--- config.mk ---
export PLATFORM = sky130hd
export DESIGN_NAME = apu_sfx_scheduler
export DESIGN_NICKNAME = d
export VERILOG_FILES = /design/src/rtl/apu_sfx_pkg.sv /design/src/rtl/apu_sfx_scheduler_tone_gen.sv /design/src/rtl/apu_sfx_scheduler.sv
export SDC_FILE = /design/constraint.sdc
export NUM_CORES = 1
export LEC_CHECK = 0
export CAP_MARGIN = 15
export CORE_MARGIN = 5
export CORE_UTILIZATION = 30
export DETAILED_ROUTE_END_ITERATION = 6
export PLACE_DENSITY = 0.57
export SETUP_SLACK_MARGIN = 0.4
export SYNTH_ARGS = -nofsm -noshare
export SYNTH_HDL_FRONTEND = slang
export SYNTH_SLANG_ARGS = --single-unit
export TNS_END_PERCENT = 30
--- constraint.sdc ---
create_clock -name clk -period 4.87 [get_ports clk]
set_clock_uncertainty 0.15 [all_clocks]
set_input_delay 1.461 -clock clk [delete_from_list [all_inputs] [get_ports clk]]
set_output_delay 1.461 -clock clk [all_outputs]
set_load 0.005 [all_outputs]
--- src/rtl/apu_sfx_pkg.sv ---
// Shared types and constants for apu_sfx_scheduler: FSM states, effect ids,
// the per-effect note table and the request arbitration helpers.
package apu_sfx_pkg;

    localparam int unsigned NOTE_W  = 9;
    localparam int unsigned N_SFX   = 3;
    localparam int unsigned N_STEPS = 4;
    localparam int unsigned ID_W    = 2;
    localparam int unsigned STEP_W  = 2;

    typedef enum logic [1:0] {
        IDLE = 2'd0,
        LOAD = 2'd1,
        PLAY = 2'd2,
        GAP  = 2'd3
    } state_e;

    localparam logic [ID_W-1:0] SFX_PLAYER_HIT = 2'd0;
    localparam logic [ID_W-1:0] SFX_SWORD_HIT  = 2'd1;
    localparam logic [ID_W-1:0] SFX_SHEEP      = 2'd2;

    // Half-periods in line_tick units; 0 is a rest step.
    localparam logic [NOTE_W-1:0] NOTE_TABLE [N_SFX][N_STEPS] = '{
        '{9'd64, 9'd80, 9'd107, 9'd143},
        '{9'd48, 9'd40, 9'd32,  9'd27 },
        '{9'd36, 9'd0,  9'd36,  9'd54 }
    };

    function automatic logic [NOTE_W-1:0] note_hp(input logic [ID_W-1:0]   id,
                                                  input logic [STEP_W-1:0] step);
        logic [NOTE_W-1:0] hp;
        hp = '0;
        case (id)
            SFX_PLAYER_HIT: hp = NOTE_TABLE[0][step];
            SFX_SWORD_HIT:  hp = NOTE_TABLE[1][step];
            SFX_SHEEP:      hp = NOTE_TABLE[2][step];
            default:        hp = '0;
        endcase
        return hp;
    endfunction

    // Fixed priority: the lowest set index wins.
    function automatic logic [ID_W-1:0] pick_winner(input logic [N_SFX-1:0] pend);
        logic [ID_W-1:0] w;
        w = SFX_SHEEP;
        if (pend[1]) w = SFX_SWORD_HIT;
        if (pend[0]) w = SFX_PLAYER_HIT;
        return w;
    endfunction

    // Request bits that outrank the given effect.
    function automatic logic [N_SFX-1:0] higher_prio_mask(input logic [ID_W-1:0] id);
        logic [N_SFX-1:0] m;
        case (id)
            2'd0:    m = 3'b000;
            2'd1:    m = 3'b001;
            2'd2:    m = 3'b011;
            default: m = 3'b111;
        endcase
        return m;
    endfunction

endpackage

--- src/rtl/apu_sfx_scheduler_tone_gen.sv ---
// Square-wave tone generator: counts line ticks up to a half-period and
// toggles its output; a zero half-period holds the output low (rest).
module sfx_tone_gen
    import apu_sfx_pkg::*;
#(
    parameter int unsigned HP_W = 9
) (
    input  logic            clk,
    input  logic            rst_n,
    input  logic            i_clear,
    input  logic            i_tick,
    input  logic [HP_W-1:0] i_half_period,
    output logic            o_tone
);

    logic [HP_W-1:0] r_cnt;
    logic            r_tone;

    // Clear wins over a coincident tick so a new step always starts from phase 0.
    always_ff @(posedge clk or negedge rst_n) begin
        if (!rst_n) begin
            r_cnt  <= '0;
            r_tone <= 1'b0;
        end else if (i_clear) begin
            r_cnt  <= '0;
            r_tone <= 1'b0;
        end else if (i_tick) begin
            if (i_half_period == '0) begin
                r_cnt  <= '0;
                r_tone <= 1'b0;
            end else if (r_cnt >= i_half_period - HP_W'(1)) begin
                r_cnt  <= '0;
                r_tone <= ~r_tone;
            end else begin
                r_cnt <= r_cnt + HP_W'(1);
            end
        end
    end

    assign o_tone = r_tone;

endmodule

--- src/rtl/apu_sfx_scheduler.sv ---
// One-shot sound-effect scheduler sharing the audio pin with BGM: edge-captured
// requests, fixed-priority preemptive arbitration, 4-step note sequences.
// Build option SFX_BGM_MIX_EN: OR the BGM bit into the effect tone instead of muting it.
module apu_sfx_scheduler
    import apu_sfx_pkg::*;
#(
    parameter int unsigned STEP_FRAMES = 4,
    parameter int unsigned HP_W        = 9
) (
    input  logic             clk,
    input  logic             rst_n,
    input  logic             i_frame_tick,
    input  logic             i_line_tick,
    input  logic [N_SFX-1:0] i_sfx_req,
    input  logic             i_bgm_in,
    output logic             o_audio_out,
    output logic             o_sfx_active,
    output logic [ID_W-1:0]  o_sfx_id,
    output logic [N_SFX-1:0] o_pending
);

    localparam int unsigned       FC_W      = (STEP_FRAMES > 1) ? $clog2(STEP_FRAMES) : 1;
    localparam logic [FC_W-1:0]   FC_LAST   = FC_W'(STEP_FRAMES - 1);
    localparam logic [STEP_W-1:0] STEP_LAST = STEP_W'(N_STEPS - 1);

    state_e             r_state;
    state_e             w_state_nxt;
    logic [N_SFX-1:0]   r_req_q;
    logic [N_SFX-1:0]   r_pending;
    logic [ID_W-1:0]    r_sfx_id;
    logic [STEP_W-1:0]  r_step;
    logic [FC_W-1:0]    r_frame_cnt;
    logic               r_sfx_active;

    logic [N_SFX-1:0]   w_rise;
    logic [N_SFX-1:0]   w_clr_mask;
    logic [ID_W-1:0]    w_winner;
    logic               w_preempt;
    logic               w_step_end;
    logic               w_load;
    logic               w_frame_adv;
    logic               w_tone_clear;
    logic               w_tone_tick;
    logic               w_tone;
    logic [HP_W-1:0]    w_half_period;

    assign w_rise     = i_sfx_req & ~r_req_q;
    assign w_winner   = pick_winner(r_pending);
    assign w_preempt  = |(r_pending & higher_prio_mask(r_sfx_id));
    assign w_step_end = i_frame_tick && (r_frame_cnt == FC_LAST);
    assign w_clr_mask = w_load ? (N_SFX'(1) << w_winner) : '0;

    // Next-state and datapath control.
    always_comb begin
        w_state_nxt  = r_state;
        w_load       = 1'b0;
        w_frame_adv  = 1'b0;
        w_tone_clear = 1'b0;
        case (r_state)
            IDLE: begin
                if (|r_pending) w_state_nxt = LOAD;
            end
            LOAD: begin
                w_load       = 1'b1;
                w_tone_clear = 1'b1;
                w_state_nxt  = PLAY;
            end
            PLAY: begin
                if (w_preempt) begin
                    w_state_nxt = LOAD;
                end else if (i_frame_tick) begin
                    w_frame_adv = 1'b1;
                    if (w_step_end) begin
                        w_tone_clear = 1'b1;
                        if (r_step == STEP_LAST) w_state_nxt = GAP;
                    end
                end
            end
            GAP: begin
                if (i_frame_tick) w_state_nxt = IDLE;
            end
            default: w_state_nxt = IDLE;
        endcase
    end

    always_ff @(posedge clk or negedge rst_n) begin
        if (!rst_n) begin
            r_state      <= IDLE;
            r_sfx_active <= 1'b0;
        end else begin
            r_state      <= w_state_nxt;
            r_sfx_active <= (w_state_nxt == PLAY);
        end
    end

    // A new edge re-sets a bit even when LOAD clears it in the same cycle.
    always_ff @(posedge clk or negedge rst_n) begin
        if (!rst_n) begin
            r_req_q   <= '0;
            r_pending <= '0;
        end else begin
            r_req_q   <= i_sfx_req;
            r_pending <= (r_pending & ~w_clr_mask) | w_rise;
        end
    end

    always_ff @(posedge clk or negedge rst_n) begin
        if (!rst_n) begin
            r_sfx_id    <= '0;
            r_step      <= '0;
            r_frame_cnt <= '0;
        end else if (w_load) begin
            r_sfx_id    <= w_winner;
            r_step      <= '0;
            r_frame_cnt <= '0;
        end else if (w_frame_adv) begin
            if (w_step_end) begin
                r_frame_cnt <= '0;
                if (r_step != STEP_LAST) r_step <= r_step + STEP_W'(1);
            end else begin
                r_frame_cnt <= r_frame_cnt + FC_W'(1);
            end
        end
    end

    assign w_half_period = HP_W'(note_hp(r_sfx_id, r_step));
    assign w_tone_tick   = i_line_tick && (r_state == PLAY);

    sfx_tone_gen #(
        .HP_W (HP_W)
    ) u_tone_gen (
        .clk           (clk),
        .rst_n         (rst_n),
        .i_clear       (w_tone_clear),
        .i_tick        (w_tone_tick),
        .i_half_period (w_half_period),
        .o_tone        (w_tone)
    );

`ifdef SFX_BGM_MIX_EN
    assign o_audio_out = (r_state == PLAY) ? (w_tone | i_bgm_in) : i_bgm_in;
`else
    assign o_audio_out = (r_state == PLAY) ? w_tone : i_bgm_in;
`endif

    assign o_sfx_active = r_sfx_active;
    assign o_sfx_id     = r_sfx_id;
    assign o_pending    = r_pending;

endmodule

-- Word level (Yosys, flattened, before mapping)
Index checks and enable logic that the tools add are counted.
- ROM bits: 0
- latch bits: 0
- output and inout port bits: 7
- input bits: 8
- memory bits (writable): 0
- memories: 0
- word-level logic and storage cells: 92
- register bits after elaboration: 25
- $mul: 0
- equality and inequality tests: 9
- div/mod/pow operators: 0
- shift operators: 1
- multiplexer cells: 45
- bitwise operators: 8
- add/sub/neg operators: 4
- magnitude comparators: 2
- reduce and logical (&&, ||, !) cells: 14
- operators by type and width (operator ; count):
    2-to-1 mux 9 bit ; 10
    binary-select mux 9 bit (select 2 bit) ; 3
    2-to-1 mux 2 bit ; 15
    case mux 9 bit (3 select lines) ; 1
    equality test 2 bit, second input constant ; 6
    2-to-1 mux 1 bit ; 12
    adder 9 x 1 -> 9 bit, second input constant ; 1
    AND 3 bit ; 3
    >= comparator 9 bit ; 1
    zero test 9 bit ; 1
    case mux 3 bit (3 select lines) ; 1
    subtractor 9 x 1 -> 9 bit, second input constant ; 1
    case mux 2 bit (4 select lines) ; 1
    nonzero test 2 bit ; 4
    NOT 3 bit ; 2
    OR reduction 3 bit ; 2
    adder 2 x 1 -> 2 bit, second input constant ; 2
    equality test 2 x 1 -> 1 bit, second input constant ; 2
    zero test 2 bit ; 2
    >= comparator 3 bit, second input constant ; 1
    2-to-1 mux 3 bit ; 1
    NOT 2 -> 3 bit ; 1
    OR 3 bit ; 1
    AND reduction 3 bit ; 1
    other kinds (7) ; 8

-- Depth between registers and ports, before layout
Gate-level depths: netlist of run 1.
- depth after elaboration: 11
- gate-level depth with buffers: 16
- mapped depth without buffers: 15

-- By module
From an unflattened synthesis of run 1, not the netlist that was laid out.
- cells, all modules: 196
- area total of the unflattened synthesis: 1818.0 sq um
- modules (own cells, without submodules) (module ; cells an instance ; seq. area each (sq um) ; instances ; area each (sq um)):
    apu_sfx_scheduler ; 98 ; 375.4 ; 1 ; 953.4
    sfx_tone_gen ; 98 ; 250.2 ; 1 ; 864.6

-- Worst setup path after synthesis of run 1
No wires, ideal clock.
- path type: in2out
- start point: input port i_bgm_in
- end point: output port o_audio_out
- stages: 1
- slack: 1546 ps
- data required time: 3259 ps
- buffers on the path: 0
- arrival time: 1713 ps
- cells stage by stage: mux2_2
- longest elaborated chain between the ends: 1
- RTL lines (what ; RTL line ; RTL):
    start, declared ; apu_sfx_scheduler.sv:15 ; input logic i_bgm_in,
    2-to-1 mux 1 bit ; apu_sfx_scheduler.sv:143 ; assign o_audio_out = (r_state == PLAY) ? w_tone : i_bgm_in;
    end, declared ; apu_sfx_scheduler.sv:16 ; output logic o_audio_out,
No other way between the ends.

-- Worst setup path in the final report of run 1
Ends and elaborated chain as after synthesis.

==> results.ini, run 1 <==
[critical_path]
worstPathCellList = clkdlybuf4s50_1, mux2_2, clkdlybuf4s50_1
worstSetupEndpoint = o_audio_out
crit_path_frequent_cell = clkdlybuf4s50_1
r2r_start = r_step[0]
worst_path_max_delay_cell = clkdlybuf4s50_1
worstPathRequired_ps = 3260
rrSetupSlack_ps = 1000
crit_type = input pin to primary output
r2r-end = u_tone_gen.r_cnt[5]
start_kind = input pin
crit_family = buffers and inverters
crit_start = i_bgm_in
r2r_cells = 13
worstPathArrival_ps = 2540
worst_setup_path_end_kind = primary output
critPathMaxFanout = 1
cpPeakStageDelay_ps = 440
crit_cells = 3
cp_num_buf_inv = 2

[synthesis]
netlist_area_mm2 = 0.00182
ys_warn_count = 0
ys_types = 43
ys_seq_elements = 25
async_flop_share = 1.00
synth_edf_count = 0
synth_largest_area_cell = dfrtp_1
synth_top_area_frac = 0.343
synthTopCellsByArea = dfrtp_1 34%, ha_1 14%, nand2_1 4.5%
synthCells = 199
syn_nets = 227
avgSynthCellArea_um2 = 9.16
synth_flop_cell = dfrtp_1
seq_area_frac_synth = 0.343

[timing]
hold_viol = 0
rsz0062_at_grt = false
timing.fmax_mhz = 241
fin_crit_ps = 4150
worstMarginPinSlew_ps = 641
fin_crit_sh = 0.853
slew_violations = 0
setup_viol = 0
relSlewSlack = 0.573
finalSetupTns_ps = 0
hold-worst-slack_ps = 271

[power]
cellLeakagePower_nw = 0.856
power_mw = 0.961
swShare = 0.444
power.density_mw_per_mm2 = 464
netSwitchingPower_mw = 0.427
seq_power_share = 0.346
clkPwrFrac = 0.132
combPwrFrac = 0.522
p_int_mw = 0.535
ir_drop_mv = 0.196

[global_routing]
overflow = 0
grt_use_total = 0.104
grt_pass1_vias = 1398
grt_max_degree = 26
grt_pass1_wl_um = 6470
antenna_found_initial = 0

[route]
drtIter0Drc = 36
drtPass1Iterations = 4
viasPerCell = 5.02
antenna_left = 0
wirelength_um = 3680
drc = 0
vias = 1436
wl_per_cell_um = 12.9

[clock_tree]
clock_sink_count = 25
root_buffer = clkbuf_8
post_cts_buffers = 0
cts_max_level = 1
clockBufferDepth = 2
postCtsHoldBufs = 0
insertion_delay_ps = 280
clk_pin_slew_ps = 90
cts_tree = done
cts_buffers = 3
cts.repair.resized = 0

[die]
die_x_um = 88.0
initial_core_util = 0.308
num_rows = 28
io_pins = 15
die-area_mm2 = 0.00774
core_area_mm2 = 0.00592
die_y_um = 88.0

[placement]
hpwlAfterDp_um = 2780
port_buffers = 14
routabilityCongestion = 0.714

[outcome]
status = finished, final reports clean

[layout]
ff_latch_area_um2 = 626
multi_input_area_mm2 = 0.00110
fillers = 595
fin_util = 0.350
area_delta_synth_final_pct = 13.7
layout_commonest_cell = dfrtp_1
insertedDiodeCount = 0
layout_common_cells = 25 x dfrtp_1, 22 x nand2_1, 20 x ha_1, 14 x inv_1, 14 x clkdlybuf4s50_1
nets = 240
drive_above_1_share = 0.0853

[hold_path]
hold_start = r_req_q[1]
hold_path.class = register to register

[run]
drv_cap = 0

[metal layers]
layer  global-route usage  part of all wire  vias to the layer above
met3              0.00753             0.015                        5
met4               0.0516             0.022                        0
met2                0.167              0.47                       16
li1                     -                 -                      739
met1                0.142              0.49                      676
met5                    0                 0                        -
[how the worst min path moves through the flow]
stage / cells past startpoint / endpoint
6_report: 1 / o_pending[1]
3_3_place_gp: 1 / o_pending[2]
4_1_cts: 1 / o_pending[0]
2_1_floorplan: 1 / o_pending[0]
3_5_place_dp: 1 / o_pending[0]
5_1_grt: 1 / o_pending[0]
[layout make-up]
class / instances / share of cell area
Clock inverter: 1 / 0.00362
Inverter: 14 / 0.0253
Timing Repair Buffer: 15 / 0.0712
Tap cell: 75 / 0.0453
Sequential cell: 25 / 0.302
Multi-Input combinational cell: 153 / 0.533
Clock buffer: 3 / 0.0199
[power groups by stage]
stage / Clock [mW] / Combinational, mW / Sequential (mW)
final: 0.127 / 0.501 / 0.333
after global placement: 0 / 0.498 / 0.337
after floorplan: 0 / 0.405 / 0.300
after detailed placement: 0 / 0.506 / 0.337
after global routing: 0.143 / 0.572 / 0.343
after CTS: 0.135 / 0.508 / 0.333
[sequential cells by signal, indices dropped and copies added, names as in the netlist]
signal,count
o_sfx_id,2
o_pending,3
r_req_q,3
u_tone_gen.r_cnt,9
r_frame_cnt,2
r_step,2
r_state,2
u_tone_gen.o_tone,1
o_sfx_active,1
[cell usage after synthesis (3+ instances only)]
master	count
a211oi_1	6
a21oi_1	12
a31oi_1	4
and2_1	3
dfrtp_1	25
ha_1	20
inv_1	14
nand2_1	22
nand3_1	8
nand4_1	4
nor2_1	10
nor2b_1	3
nor3_1	8
nor3_2	3
o21ai_0	11
o31a_1	3
xnor2_1	8
[through the flow]
step | cells | setup slack, ps | cell area (um2)
after floorplan | 199 | 1550 | 1820
after global placement | 282 | 713 | 2020
after detailed placement | 282 | 707 | 2020
after CTS | 286 | 707 | 2070
after global routing | 286 | 679 | 2070
final | 286 | 717 | 2070
[kinds of logic (layout without fill, tap and decap cells)]
group | Yosys count | in the layout | share of synthesized area
compound gates | 52 | 52 | 0.213
xor+xnor | 10 | 10 | 0.0480
fa+ha+maj | 20 | 20 | 0.137
buf+inv | 21 | 33 | 0.0508
flops | 25 | 25 | 0.343
mux | 3 | 3 | 0.0199
simple gates | 68 | 68 | 0.188
(Power assumes the default switching activity.)
==> run 2: changes to the inputs <==
--- a/config.mk
+++ b/config.mk
@@ -6,7 +6,7 @@
 export NUM_CORES = 1
 export LEC_CHECK = 0
 export CAP_MARGIN = 15
-export CORE_MARGIN = 5
+export CORE_MARGIN = 2
 export CORE_UTILIZATION = 30
 export DETAILED_ROUTE_END_ITERATION = 6
 export PLACE_DENSITY = 0.57
==> results.ini, run 2 (synthesized netlist as in run 1, its figures left out) <==
[clock_tree]
post_cts_buffers = 0
insertion_delay_ps = 270
clock_sink_count = 25
cts_tree = done
postCtsHoldBufs = 0
clockBufferDepth = 2
clk_pin_slew_ps = 90
cts_max_level = 1
cts.repair.resized = 0
root_buffer = clkbuf_8
cts_buffers = 3

[die]
die_y_um = 82.0
io_pins = 15
num_rows = 28
die-area_mm2 = 0.00672
initial_core_util = 0.310
die_x_um = 82.0
core_area_mm2 = 0.00589

[timing]
worstMarginPinSlew_ps = 663
hold-worst-slack_ps = 270
rsz0062_at_grt = false
timing.fmax_mhz = 241
hold_viol = 0
slew_violations = 0
fin_crit_sh = 0.852
relSlewSlack = 0.558
finalSetupTns_ps = 0
fin_crit_ps = 4150
setup_viol = 0

[critical_path]
crit_path_frequent_cell = clkdlybuf4s50_1
worstPathCellList = clkdlybuf4s50_1, mux2_2, clkdlybuf4s50_1
critPathMaxFanout = 1
start_kind = input pin
worst_path_max_delay_cell = clkdlybuf4s50_1
crit_type = input pin to primary output
worstPathRequired_ps = 3260
worstPathArrival_ps = 2540
worst_setup_path_end_kind = primary output
cpPeakStageDelay_ps = 440

[route]
drtIter0Drc = 40
viasPerCell = 5.02
drtPass1Iterations = 4
vias = 1436
drc = 0
wirelength_um = 3660
antenna_left = 0
wl_per_cell_um = 12.8

[global_routing]
grt_use_total = 0.121
grt_pass1_wl_um = 6320
overflow = 0
antenna_found_initial = 0
grt_pass1_vias = 1379
grt_max_degree = 26

[run]
drv_cap = 0

[power]
power.density_mw_per_mm2 = 464
cellLeakagePower_nw = 0.860
ir_drop_mv = 0.237

[layout]
largest_register_ffs = 9
multi_input_area_mm2 = 0.00110
drive_above_1_share = 0.0853
nets = 240
insertedDiodeCount = 0
layout_common_cells = 25 x dfrtp_1, 22 x nand2_1, 20 x ha_1, 14 x inv_1, 14 x clkdlybuf4s50_1
area_delta_synth_final_pct = 13.6
top_register = u_tone_gen.r_cnt
layout_commonest_cell = dfrtp_1
ff_latch_area_um2 = 626
fillers = 641

[placement]
hpwlAfterDp_um = 2730
routabilityCongestion = 0.746
port_buffers = 14

[outcome]
status = finished, final reports clean

[hold_path]
hold_path.class = register to register

==> run 2: per-layer routing <==
metal	wire, um	track usage	vias to the layer above
met1	1850	0.162	682
met3	27	0.00989	5
met4	75	0.0550	0
met2	1700	0.198	12
met5	0	0	-
li1	-	-	737
==> run 2: path summary, 6_finish.rpt <==
kind | startpoint | endpoint | slack (ps) | depth (start not counted)
setup / recovery | i_bgm_in | o_audio_out | 720 | 3
hold / removal | r_req_q[1] | o_pending[1] | 270 | 1
setup reg to reg | r_step[0] | u_tone_gen.r_cnt[5] | 1020 | 13
hold reg to reg | r_req_q[1] | o_pending[1] | 270 | 1
max in group asynchronous | rst_n | r_step[1] | 2930 | 2
min in group asynchronous | rst_n | u_tone_gen.o_tone | 1390 | 2
==> run 2: area by class of cell <==
cell class / instances / share of cell area
Inverter: 14 / 0.0254
Clock buffer: 3 / 0.0199
Tap cell: 75 / 0.0453
Multi-Input combinational cell: 153 / 0.534
Timing Repair Buffer: 15 / 0.0713
Clock inverter: 1 / 0.00242
Sequential cell: 25 / 0.302
==> run 2: report_power, final <==
group	switching, mW	leakage [nW]	internal [mW]
combinational	0.275	0.513	0.225
sequential	0.0808	0.322	0.252
clock	0.0694	0.0255	0.0574
==> run 2: critical path, delay by kind of cell <==
kind                   cells  cell delay (ps)
buffers and inverters      2              830
muxes                      1              250
==> run 2: stage by stage <==
| step | std cells | setup WS (ps) | instance area [um2] | utilization | power, mW |
|---|---|---|---|---|---|
| finish | 286 | 720 | 2070 | 0.352 | 0.960 |
| global route | 286 | 681 | 2070 | 0.352 | 1.06 |
| CTS | 286 | 710 | 2070 | 0.352 | 0.977 |
| detailed placement | 282 | 710 | 2020 | 0.344 | 0.844 |
| global placement | 282 | 716 | 2020 | 0.344 | 0.834 |
| floorplan | 199 | 1550 | 1820 | - | 0.705 |
